**config.mk**
```make
export PLATFORM = sky130hd
export DESIGN_NAME = root_inverse_power_flat
export DESIGN_NICKNAME = d
export VERILOG_FILES = /design/src/rtl/root_inverse_power_pkg.sv /design/src/rtl/root_inverse_power_if.sv /design/src/rtl/root_inverse_power_serial_mult.sv /design/src/rtl/root_inverse_power.sv /design/src/flat_wrapper.sv
export SDC_FILE = /design/constraint.sdc
export NUM_CORES = 1
export LEC_CHECK = 0
export CAP_MARGIN = 20
export CORE_UTILIZATION = 55
export CTS_CLUSTER_SIZE = 20
export DETAILED_ROUTE_END_ITERATION = 10
export PLACE_DENSITY = 0.77
export SLEW_MARGIN = 10
export SYNTH_ARGS = -nofsm -noshare
export SYNTH_HDL_FRONTEND = slang
export SYNTH_SLANG_ARGS = --single-unit
```
**constraint.sdc**
```tcl
create_clock -name clk -period 3.3 [get_ports clk]
set_input_delay 0.495 -clock clk [delete_from_list [all_inputs] [get_ports clk]]
set_output_delay 0.495 -clock clk [all_outputs]
set_load 0.02 [all_outputs]
```
**src/rtl/root_inverse_power_pkg.sv**
```systemverilog
// -----------------------------------------------------------------------------
// fixed_pkg: shared definitions for the Q10.10 exponentiation unit
// (root_inverse_power).
//   - Default operand, fraction and exponent widths.
//   - The constant 1.0 in Q10.10.
//   - The FSM state enum.
//   - Bit positions used to split a 2*WIDTH product into its result and
//     overflow slices.
// -----------------------------------------------------------------------------
package fixed_pkg;

  localparam int DEF_WIDTH = 20;
  localparam int DEF_FRAC  = 10;
  localparam int DEF_EXP_W = 3;

  // 1.0 in Q10.10
  localparam logic [DEF_WIDTH-1:0] ONE = 20'h00400;

  // Value reported when a product leaves the Q10.10 range (saturating build)
  localparam logic [DEF_WIDTH-1:0] SAT_VAL = 20'hFFFFF;

  // Slices of a 2*WIDTH Q20.20 product:
  //   [RES_MSB:RES_LSB] -> Q10.10 result (truncated)
  //   [OVF_MSB:OVF_LSB] -> integer bits that do not fit in Q10.10
  localparam int RES_LSB = DEF_FRAC;
  localparam int RES_MSB = DEF_WIDTH + DEF_FRAC - 1;
  localparam int OVF_LSB = DEF_WIDTH + DEF_FRAC;
  localparam int OVF_MSB = 2 * DEF_WIDTH - 1;

  typedef enum logic [1:0] {
    IDLE = 2'd0,
    LOAD = 2'd1,
    MUL  = 2'd2,
    DONE = 2'd3
  } state_e;

endpackage

```
**src/rtl/root_inverse_power_if.sv**
```systemverilog
// -----------------------------------------------------------------------------
// root_inverse_power_if: operand/result framing of the exponentiation unit.
//
// Handshake:
//   - in_valid is a framing strobe, not a valid/ready pair. The unit registers
//     in_data_1/in_data_2 on every edge that samples in_valid=1 while it is idle
//     or loading, so the last beat wins.
//   - The first edge that samples in_valid=0 after such a burst starts the
//     computation.
//   - There is no ready signal. in_valid is ignored while a result is being
//     computed or presented.
//   - out_valid is a one-cycle strobe. out_data/out_ovf are zero whenever
//     out_valid is low.
//
// Signals:
//   in_valid   operand framing
//   in_data_1  base x, unsigned Q10.10
//   in_data_2  exponent n
//   out_valid  one-cycle result strobe
//   out_data   x^n, Q10.10
//   out_ovf    an intermediate product exceeded the Q10.10 range
//
// Modports:
//   master  drives the operands (producer side)
//   slave   the unit itself
// -----------------------------------------------------------------------------
interface root_inverse_power_if #(
  parameter int WIDTH = 20,
  parameter int EXP_W = 3
) ();

  logic             in_valid;
  logic [WIDTH-1:0] in_data_1;
  logic [EXP_W-1:0] in_data_2;
  logic             out_valid;
  logic [WIDTH-1:0] out_data;
  logic             out_ovf;

  modport master (
    output in_valid, in_data_1, in_data_2,
    input  out_valid, out_data, out_ovf
  );

  modport slave (
    input  in_valid, in_data_1, in_data_2,
    output out_valid, out_data, out_ovf
  );

endinterface

```
**src/rtl/root_inverse_power_serial_mult.sv**
```systemverilog
// -----------------------------------------------------------------------------
// serial_mult: WIDTH x WIDTH unsigned shift-add multiplier, one multiplier bit
// per enabled cycle, LSB first.
//
// Ports:
//   clk, rst_n  clock, synchronous active-low reset
//   i_start     load i_a (multiplicand) and i_b (multiplier), clear the product
//   i_en        consume one multiplier bit this edge
//   i_a, i_b    operands
//   o_done      high during the WIDTH-th enabled cycle after a start
//   o_prod      2*WIDTH product including the current bit
//
// o_prod is the running sum including the bit being consumed this cycle. When
// o_done is high, o_prod is the complete product in the same cycle. The caller
// can therefore restart on the very edge that finishes a multiply, and a chain
// of multiplies costs exactly WIDTH edges each.
//
// i_start has priority over i_en.
// -----------------------------------------------------------------------------
module serial_mult #(
  parameter int WIDTH = 20
) (
  input  logic               clk,
  input  logic               rst_n,
  input  logic               i_start,
  input  logic               i_en,
  input  logic [WIDTH-1:0]   i_a,
  input  logic [WIDTH-1:0]   i_b,
  output logic               o_done,
  output logic [2*WIDTH-1:0] o_prod
);

  localparam int CNT_W = $clog2(WIDTH + 1);

  logic [2*WIDTH-1:0] r_mcand;
  logic [WIDTH-1:0]   r_mplier;
  logic [2*WIDTH-1:0] r_prod;
  logic [CNT_W-1:0]   r_cnt;

  logic [2*WIDTH-1:0] w_part;
  logic [2*WIDTH-1:0] w_sum;

  assign w_part = r_mplier[0] ? r_mcand : '0;
  assign w_sum  = r_prod + w_part;
  assign o_prod = w_sum;
  assign o_done = i_en && (r_cnt == CNT_W'(WIDTH - 1));

  always_ff @(posedge clk) begin
    if (!rst_n) begin
      r_mcand  <= '0;
      r_mplier <= '0;
      r_prod   <= '0;
      r_cnt    <= '0;
    end else if (i_start) begin
      r_mcand  <= {{WIDTH{1'b0}}, i_a};
      r_mplier <= i_b;
      r_prod   <= '0;
      r_cnt    <= '0;
    end else if (i_en) begin
      r_prod   <= w_sum;
      r_mcand  <= r_mcand << 1;
      r_mplier <= r_mplier >> 1;
      r_cnt    <= r_cnt + CNT_W'(1);
    end
  end

endmodule

```
**src/rtl/root_inverse_power.sv**
```systemverilog
// -----------------------------------------------------------------------------
// root_inverse_power: sequential unsigned Q10.10 exponentiation, x^n for
// n = 0..7, by repeated serial shift-add multiplication.
//
// Ports:
//   clk          clock
//   rst_n        synchronous active-low reset; aborts any transaction in flight
//   bus          root_inverse_power_if.slave (in_valid/in_data_1/in_data_2 in,
//                out_valid/out_data/out_ovf out)
//   o_dbg_state  current FSM state
//
// Flow:
//   IDLE -> LOAD on in_valid. LOAD re-registers operands while in_valid=1.
//   The first edge with in_valid=0 (E0) sets acc=1.0 and starts the loop.
//   Each step is acc = trunc(acc * x) and takes WIDTH edges. The edge
//   completing the last step registers the result pulse. DONE clears it and
//   returns to IDLE.
//
// Build option ROOT_INVERSE_POWER_SATURATE_EN:
//   defined   - the first overflowing step ends the loop with
//               out_data=all ones, out_ovf=1
//   undefined - products wrap (truncated bits kept), all n steps run and
//               out_ovf is sticky
// -----------------------------------------------------------------------------
module root_inverse_power
  import fixed_pkg::*;
#(
  parameter int WIDTH = DEF_WIDTH,
  parameter int FRAC  = DEF_FRAC,
  parameter int EXP_W = DEF_EXP_W
) (
  input  logic                 clk,
  input  logic                 rst_n,
  root_inverse_power_if.slave  bus,
  output state_e               o_dbg_state
);

  localparam logic [WIDTH-1:0] L_ONE = WIDTH'(1) << FRAC;

  state_e           r_state, w_state_nxt;
  logic [WIDTH-1:0] r_x, w_x_nxt;
  logic [EXP_W-1:0] r_n, w_n_nxt;
  logic [WIDTH-1:0] r_acc, w_acc_nxt;
  logic [EXP_W-1:0] r_iter, w_iter_nxt;
  logic             r_ovf, w_ovf_nxt;
  logic             r_out_valid, w_out_valid_nxt;
  logic [WIDTH-1:0] r_out_data, w_out_data_nxt;
  logic             r_out_ovf, w_out_ovf_nxt;

  logic               w_mult_start;
  logic               w_mult_en;
  logic [WIDTH-1:0]   w_mult_a;
  logic               w_mult_done;
  logic [2*WIDTH-1:0] w_prod;

  logic [WIDTH-1:0]   w_new_acc;
  logic               w_step_ovf;
  logic               w_ovf_acc;
  logic [EXP_W-1:0]   w_iter_dec;
  logic               w_unused_frac;

  // Multiplicand is the running acc, multiplier is the base x.
  serial_mult #(.WIDTH(WIDTH)) u_mult (
    .clk     (clk),
    .rst_n   (rst_n),
    .i_start (w_mult_start),
    .i_en    (w_mult_en),
    .i_a     (w_mult_a),
    .i_b     (r_x),
    .o_done  (w_mult_done),
    .o_prod  (w_prod)
  );

  // Q20.20 product -> Q10.10: drop FRAC low bits (truncate). Anything above
  // the top WIDTH-FRAC integer bits is overflow.
  assign w_new_acc     = w_prod[FRAC +: WIDTH];
  assign w_step_ovf    = |w_prod[2*WIDTH-1 : WIDTH+FRAC];
  assign w_ovf_acc     = r_ovf | w_step_ovf;
  assign w_iter_dec    = r_iter - EXP_W'(1);
  assign w_unused_frac = ^w_prod[FRAC-1:0];

  always_comb begin
    w_state_nxt     = r_state;
    w_x_nxt         = r_x;
    w_n_nxt         = r_n;
    w_acc_nxt       = r_acc;
    w_iter_nxt      = r_iter;
    w_ovf_nxt       = r_ovf;
    // Result outputs are a one-cycle pulse: zero unless set below.
    w_out_valid_nxt = 1'b0;
    w_out_data_nxt  = '0;
    w_out_ovf_nxt   = 1'b0;
    w_mult_start    = 1'b0;
    w_mult_en       = 1'b0;
    w_mult_a        = r_acc;

    unique case (r_state)
      IDLE: begin
        if (bus.in_valid) begin
          w_x_nxt     = bus.in_data_1;
          w_n_nxt     = bus.in_data_2;
          w_state_nxt = LOAD;
        end
      end

      LOAD: begin
        if (bus.in_valid) begin
          w_x_nxt = bus.in_data_1;
          w_n_nxt = bus.in_data_2;
        end else begin
          w_acc_nxt  = L_ONE;
          w_iter_nxt = r_n;
          w_ovf_nxt  = 1'b0;
          if (r_n == '0) begin
            w_out_valid_nxt = 1'b1;
            w_out_data_nxt  = L_ONE;
            w_state_nxt     = DONE;
          end else begin
            w_mult_start = 1'b1;
            w_mult_a     = L_ONE;
            w_state_nxt  = MUL;
          end
        end
      end

      MUL: begin
        w_mult_en = 1'b1;
        if (w_mult_done) begin
          w_acc_nxt  = w_new_acc;
          w_iter_nxt = w_iter_dec;
          w_ovf_nxt  = w_ovf_acc;
`ifdef ROOT_INVERSE_POWER_SATURATE_EN
          if (w_step_ovf) begin
            w_out_valid_nxt = 1'b1;
            w_out_data_nxt  = '1;
            w_out_ovf_nxt   = 1'b1;
            w_state_nxt     = DONE;
          end else
`endif
          if (w_iter_dec == '0) begin
            w_out_valid_nxt = 1'b1;
            w_out_data_nxt  = w_new_acc;
            w_out_ovf_nxt   = w_ovf_acc;
            w_state_nxt     = DONE;
          end else begin
            // Next step starts on this same edge with the fresh acc.
            w_mult_start = 1'b1;
            w_mult_a     = w_new_acc;
          end
        end
      end

      DONE: begin
        w_state_nxt = IDLE;
      end

      default: begin
        w_state_nxt = IDLE;
      end
    endcase
  end

  always_ff @(posedge clk) begin
    if (!rst_n) begin
      r_state     <= IDLE;
      r_x         <= '0;
      r_n         <= '0;
      r_acc       <= '0;
      r_iter      <= '0;
      r_ovf       <= 1'b0;
      r_out_valid <= 1'b0;
      r_out_data  <= '0;
      r_out_ovf   <= 1'b0;
    end else begin
      r_state     <= w_state_nxt;
      r_x         <= w_x_nxt;
      r_n         <= w_n_nxt;
      r_acc       <= w_acc_nxt;
      r_iter      <= w_iter_nxt;
      r_ovf       <= w_ovf_nxt;
      r_out_valid <= w_out_valid_nxt;
      r_out_data  <= w_out_data_nxt;
      r_out_ovf   <= w_out_ovf_nxt;
    end
  end

  assign bus.out_valid = r_out_valid;
  assign bus.out_data  = r_out_data;
  assign bus.out_ovf   = r_out_ovf;
  assign o_dbg_state   = r_state;

endmodule

```
**src/flat_wrapper.sv**
```systemverilog
// flat-port wrapper written by rule: the top's interface ports become plain ports
module root_inverse_power_flat import fixed_pkg::*;
#(
  parameter int WIDTH = DEF_WIDTH,
  parameter int FRAC  = DEF_FRAC,
  parameter int EXP_W = DEF_EXP_W
)
  (clk, rst_n, o_dbg_state, bus_in_valid, bus_in_data_1, bus_in_data_2, bus_out_valid, bus_out_data, bus_out_ovf);
  root_inverse_power_if #(.WIDTH(WIDTH), .EXP_W(EXP_W)) bus_i ();
  input  logic clk;
  input  logic rst_n;
  output state_e o_dbg_state;
  input wire logic [$bits(bus_i.in_valid)-1:0] bus_in_valid;
  input wire logic [$bits(bus_i.in_data_1)-1:0] bus_in_data_1;
  input wire logic [$bits(bus_i.in_data_2)-1:0] bus_in_data_2;
  output wire logic [$bits(bus_i.out_valid)-1:0] bus_out_valid;
  output wire logic [$bits(bus_i.out_data)-1:0] bus_out_data;
  output wire logic [$bits(bus_i.out_ovf)-1:0] bus_out_ovf;
  assign bus_i.in_valid = bus_in_valid;
  assign bus_i.in_data_1 = bus_in_data_1;
  assign bus_i.in_data_2 = bus_in_data_2;
  assign bus_out_valid = bus_i.out_valid;
  assign bus_out_data = bus_i.out_data;
  assign bus_out_ovf = bus_i.out_ovf;
  root_inverse_power #(.WIDTH(WIDTH), .FRAC(FRAC), .EXP_W(EXP_W)) u_core (.clk(clk), .rst_n(rst_n), .bus(bus_i), .o_dbg_state(o_dbg_state));
endmodule
```
==> key figures <==
Power
  – Combinational Power Share: 25.2%
  – Tot Pwr: 5816 uW
  – Max IR drop VDD: 663.3 uV
  – Sw frac: 34.96%
  – Clock power frac: 34.7%
  – Power density cells: 514.5 nW/um^2
  – Reg power frac: 40.2%
  – Int Pwr: 3783 uW
  – Leakage: 0.004434 uW
  – Sw power: 2034 uW

Global routing
  – First-pass GRT wire length: 40640 um
  – Total gr overflow: 0
  – All-Layer GR Usage: 28.16%
  – Antenna violations before repair: 0
  – Number of global-route vias before repair: 8151
  – Largest net degree at the start of global routing: 97

STA
  – Final Cycle Share: 95.98%
  – Worst slew pin tran: 900.1 ps
  – Final Hold Fails: 0
  – Fmax: 315.7 MHz
  – # setup viols final: 0
  – Final slew viol count: 0
  – Fin Clk Skew: 10.88 ps
  – Unrepaired setup endpoints after global routing: yes
  – Max-Slew Margin vs Limit: 39.59%
  – Final min period: 3167 ps

Routing
  – Remaining DRCs: 0
  – Initial drt markers: 697
  – Pre-antenna DRT Iters: 6
  – Top routing layer used: met4
  – Detail Route Antenna Nets: 0
  – Routed vias/inst: 5.950
  – Met3 WL: 1280 um
  – Total number of vias: 8496
  – Drt wl/cell: 16.99 um
  – Post-Route WL: 24260 um
  – Wire length on met1: 11160 um
  – Met2 WL: 11280 um

Setup path
  – Critical Path AT: 3480 ps
  – Setup Crit Path Kind: flip-flop to flip-flop
  – Critical path origin: u_core.u_mult.r_mplier[0]
  – Worst EP required: 3610 ps
  – Critical Path Fanout Max: 40
  – CP endpoint kind: flip-flop
  – CP startpoint kind: flip-flop
  – Reg-to-reg startpoint: u_core.u_mult.r_mplier[0]

Synth
  – Netlist cell types: 78
  – Most common cell in the netlist: dfxtp_1
  – #FFs+latches synth: 176
  – Most frequent cells after synthesis: dfxtp_1 (176), nand2_1 (130), nor2_1 (110), a21oi_1 (107), mux2i_1 (79)
  – Top post-synthesis cells by area: dfxtp_1 (37%), mux2i_1 (8.3%), ha_1 (5.9%)
  – Syn Nets: 1201
  – Synthesized area: 9563 sq um
  – Cell taking the most area after synthesis: dfxtp_1
  – Synth warn: 0
  – Sequential fraction of the synthesis area: 36.84%
  – Cells after Synth: 1129
  – Number of synthesized flops with an enable pin: 0
  – Synth top area share: 36.84%
  – Most used flip-flop cell after synthesis: dfxtp_1
  – Post-Syn Area per Cell: 8.470 sq um
  – Ys async rst share: 0%

Placed design
  – GP Congestion: 0.9948
  – Placed insts: 1394
  – Post-DP HPWL: 16830 um
  – PortBufs: 49
  – Placed standard-cell area: 10620 sq um

Floorplan
  – Starting Density: 57.06%
  – Chip height: 133.9 um
  – Die width: 133.9 um
  – # IOs: 50
  – Die area: 17920 sq um
  – Std-Cell Rows: 47
  – Core Area: 16760 sq um

Layout
  – Layout fillers: 1330
  – Cell area after layout: 11300 sq um
  – Layout cells sized above 1: 13.00%
  – Area grow syn2layout: 18.21%
  – # nets final: 1267
  – Post-Route Utilization: 67.45%
  – Antenna Diode Count: 0
  – Fin cells: 1428

Clock tree
  – CTS tree: built
  – Clk slew on worst S/H paths: 80 ps
  – H-tree levels: 4
  – Root buffer cell: clkbuf_16
  – Cts bufs inserted: 17
  – Maximum buffer depth of the clock tree: 2
  – Clock sinks: 176
  – Hold buffers post-CTS: 0
  – Clk_lat worst skew: 440 ps

Run status
  – Status: finished, final reports clean

Min path
  – Startpoint of the worst hold path: u_core.r_acc[9]
  – Worst hold-check path type: flip-flop to flip-flop

Flow run
  – Max-cap violation count: 0
power groups by stage:
| stage | Sequential, uW | Combinational [uW] | Clock, uW |
|---|---|---|---|
| 2_1_floorplan | 2370 | 1030 | 0 |
| 3_3_place_gp | 2380 | 1430 | 0 |
| 3_5_place_dp | 2380 | 1450 | 0 |
| 4_1_cts | 2340 | 1460 | 2040 |
| 5_1_grt | 2350 | 1590 | 2150 |
| 6_report | 2340 | 1460 | 2020 |
routing by layer:
metal | GRT usage [%] | up-vias
li1 | - | 4174
met4 | 10.73 | 0
met5 | 0 | -
met1 | 37.23 | 3997
met2 | 45.91 | 277
met3 | 4.649 | 48
layout make-up:
| cell class | instances | area (sq um) | share of cell area [%] |
|---|---|---|---|
| Clock buffer | 17 | 425.4 | 3.763 |
| Clock inverter | 15 | 171.4 | 1.516 |
| Inverter | 19 | 71.32 | 0.6309 |
| Multi-Input combinational cell | 862 | 5771 | 51.05 |
| Sequential cell | 176 | 3525 | 31.18 |
| Tap cell | 220 | 275.3 | 2.435 |
| Timing Repair Buffer | 119 | 1066 | 9.430 |
cell families after synthesis:
kind of cell,after synthesis,share of synthesized area (%)
adder cells (fa/ha/maj),46,6.097
flip-flops,176,36.84
buffers and inverters,91,3.833
AND/OR/NAND/NOR,399,19.68
multiplexers,81,8.505
AO/OA/AOI/OAI,299,21.34
XOR/XNOR,37,3.703
path summary, 6_finish.rpt:
kind / slack, ps / endpoint / cells past startpoint
min: 460 / u_core.r_acc[9] / 2
max: 130 / u_core.r_ovf / 12
max reg2reg: 130 / u_core.r_ovf / 12
min reg2reg: 460 / u_core.r_acc[9] / 2
state kept, by name, indices dropped and copies added (netlist names), 2 cells and up:
name,flops
u_core.u_mult.r_mcand,40
u_core.u_mult.r_prod,40
u_core.bus.out_data,20
u_core.r_acc,20
u_core.r_x,20
u_core.u_mult.r_mplier,20
u_core.u_mult.r_cnt,5
u_core.r_iter,3
u_core.r_n,3
u_core.o_dbg_state,2
critical path: stages (launching register included):
cell      delay (ps)
dfxtp_2          340
buf_12           160
and2_1           150
ha_1             400
nand4_1          260
nor2_1           140
a221o_1          330
a221o_1          360
a41oi_1          230
xor2_1           260
o211ai_1         160
nor3_2           150
o211ai_1          90
per-stage QoR:
stage	hold slack (ps)	setup slack, ps	setup TNS [ps]
2_1_floorplan	431.9	86.82	0
3_3_place_gp	439.6	36.48	0
3_5_place_dp	447.4	78.17	0
4_1_cts	457.0	73.94	0
5_1_grt	478.4	-4.105	-4.105
6_report	457.9	132.7	0
repair_timing:
item	4_1_cts	5_1_grt
setup endpoints to repair	0	19
resized for setup	0	21
buffers inserted	0	2
placed cells by master, fill, tap and decap left out, types with 4 or more instances in the layout:
| master | n |
|---|---|
| a211oi_1 | 42 |
| a211oi_2 | 6 |
| a21boi_1 | 5 |
| a21o_1 | 15 |
| a21oi_1 | 102 |
| a21oi_2 | 8 |
| a221o_1 | 4 |
| a221oi_1 | 15 |
| a31oi_1 | 5 |
| and2_1 | 58 |
| and3_1 | 8 |
| buf_12 | 4 |
| buf_4 | 66 |
| clkbuf_16 | 17 |
| clkdlybuf4s50_1 | 49 |
| clkinv_8 | 5 |
| dfxtp_1 | 175 |
| ha_1 | 43 |
| inv_1 | 17 |
| mux2i_1 | 79 |
| nand2_1 | 129 |
| nand3_1 | 31 |
| nand4_1 | 16 |
| nor2_1 | 109 |
| nor2b_1 | 12 |
| nor3_1 | 9 |
| o211ai_1 | 14 |
| o21a_1 | 6 |
| o21ai_0 | 34 |
| o21ai_1 | 6 |
| or3_1 | 4 |
| xnor2_1 | 17 |
| xor2_1 | 15 |
Note: power is estimated with default switching activity, not from simulation.
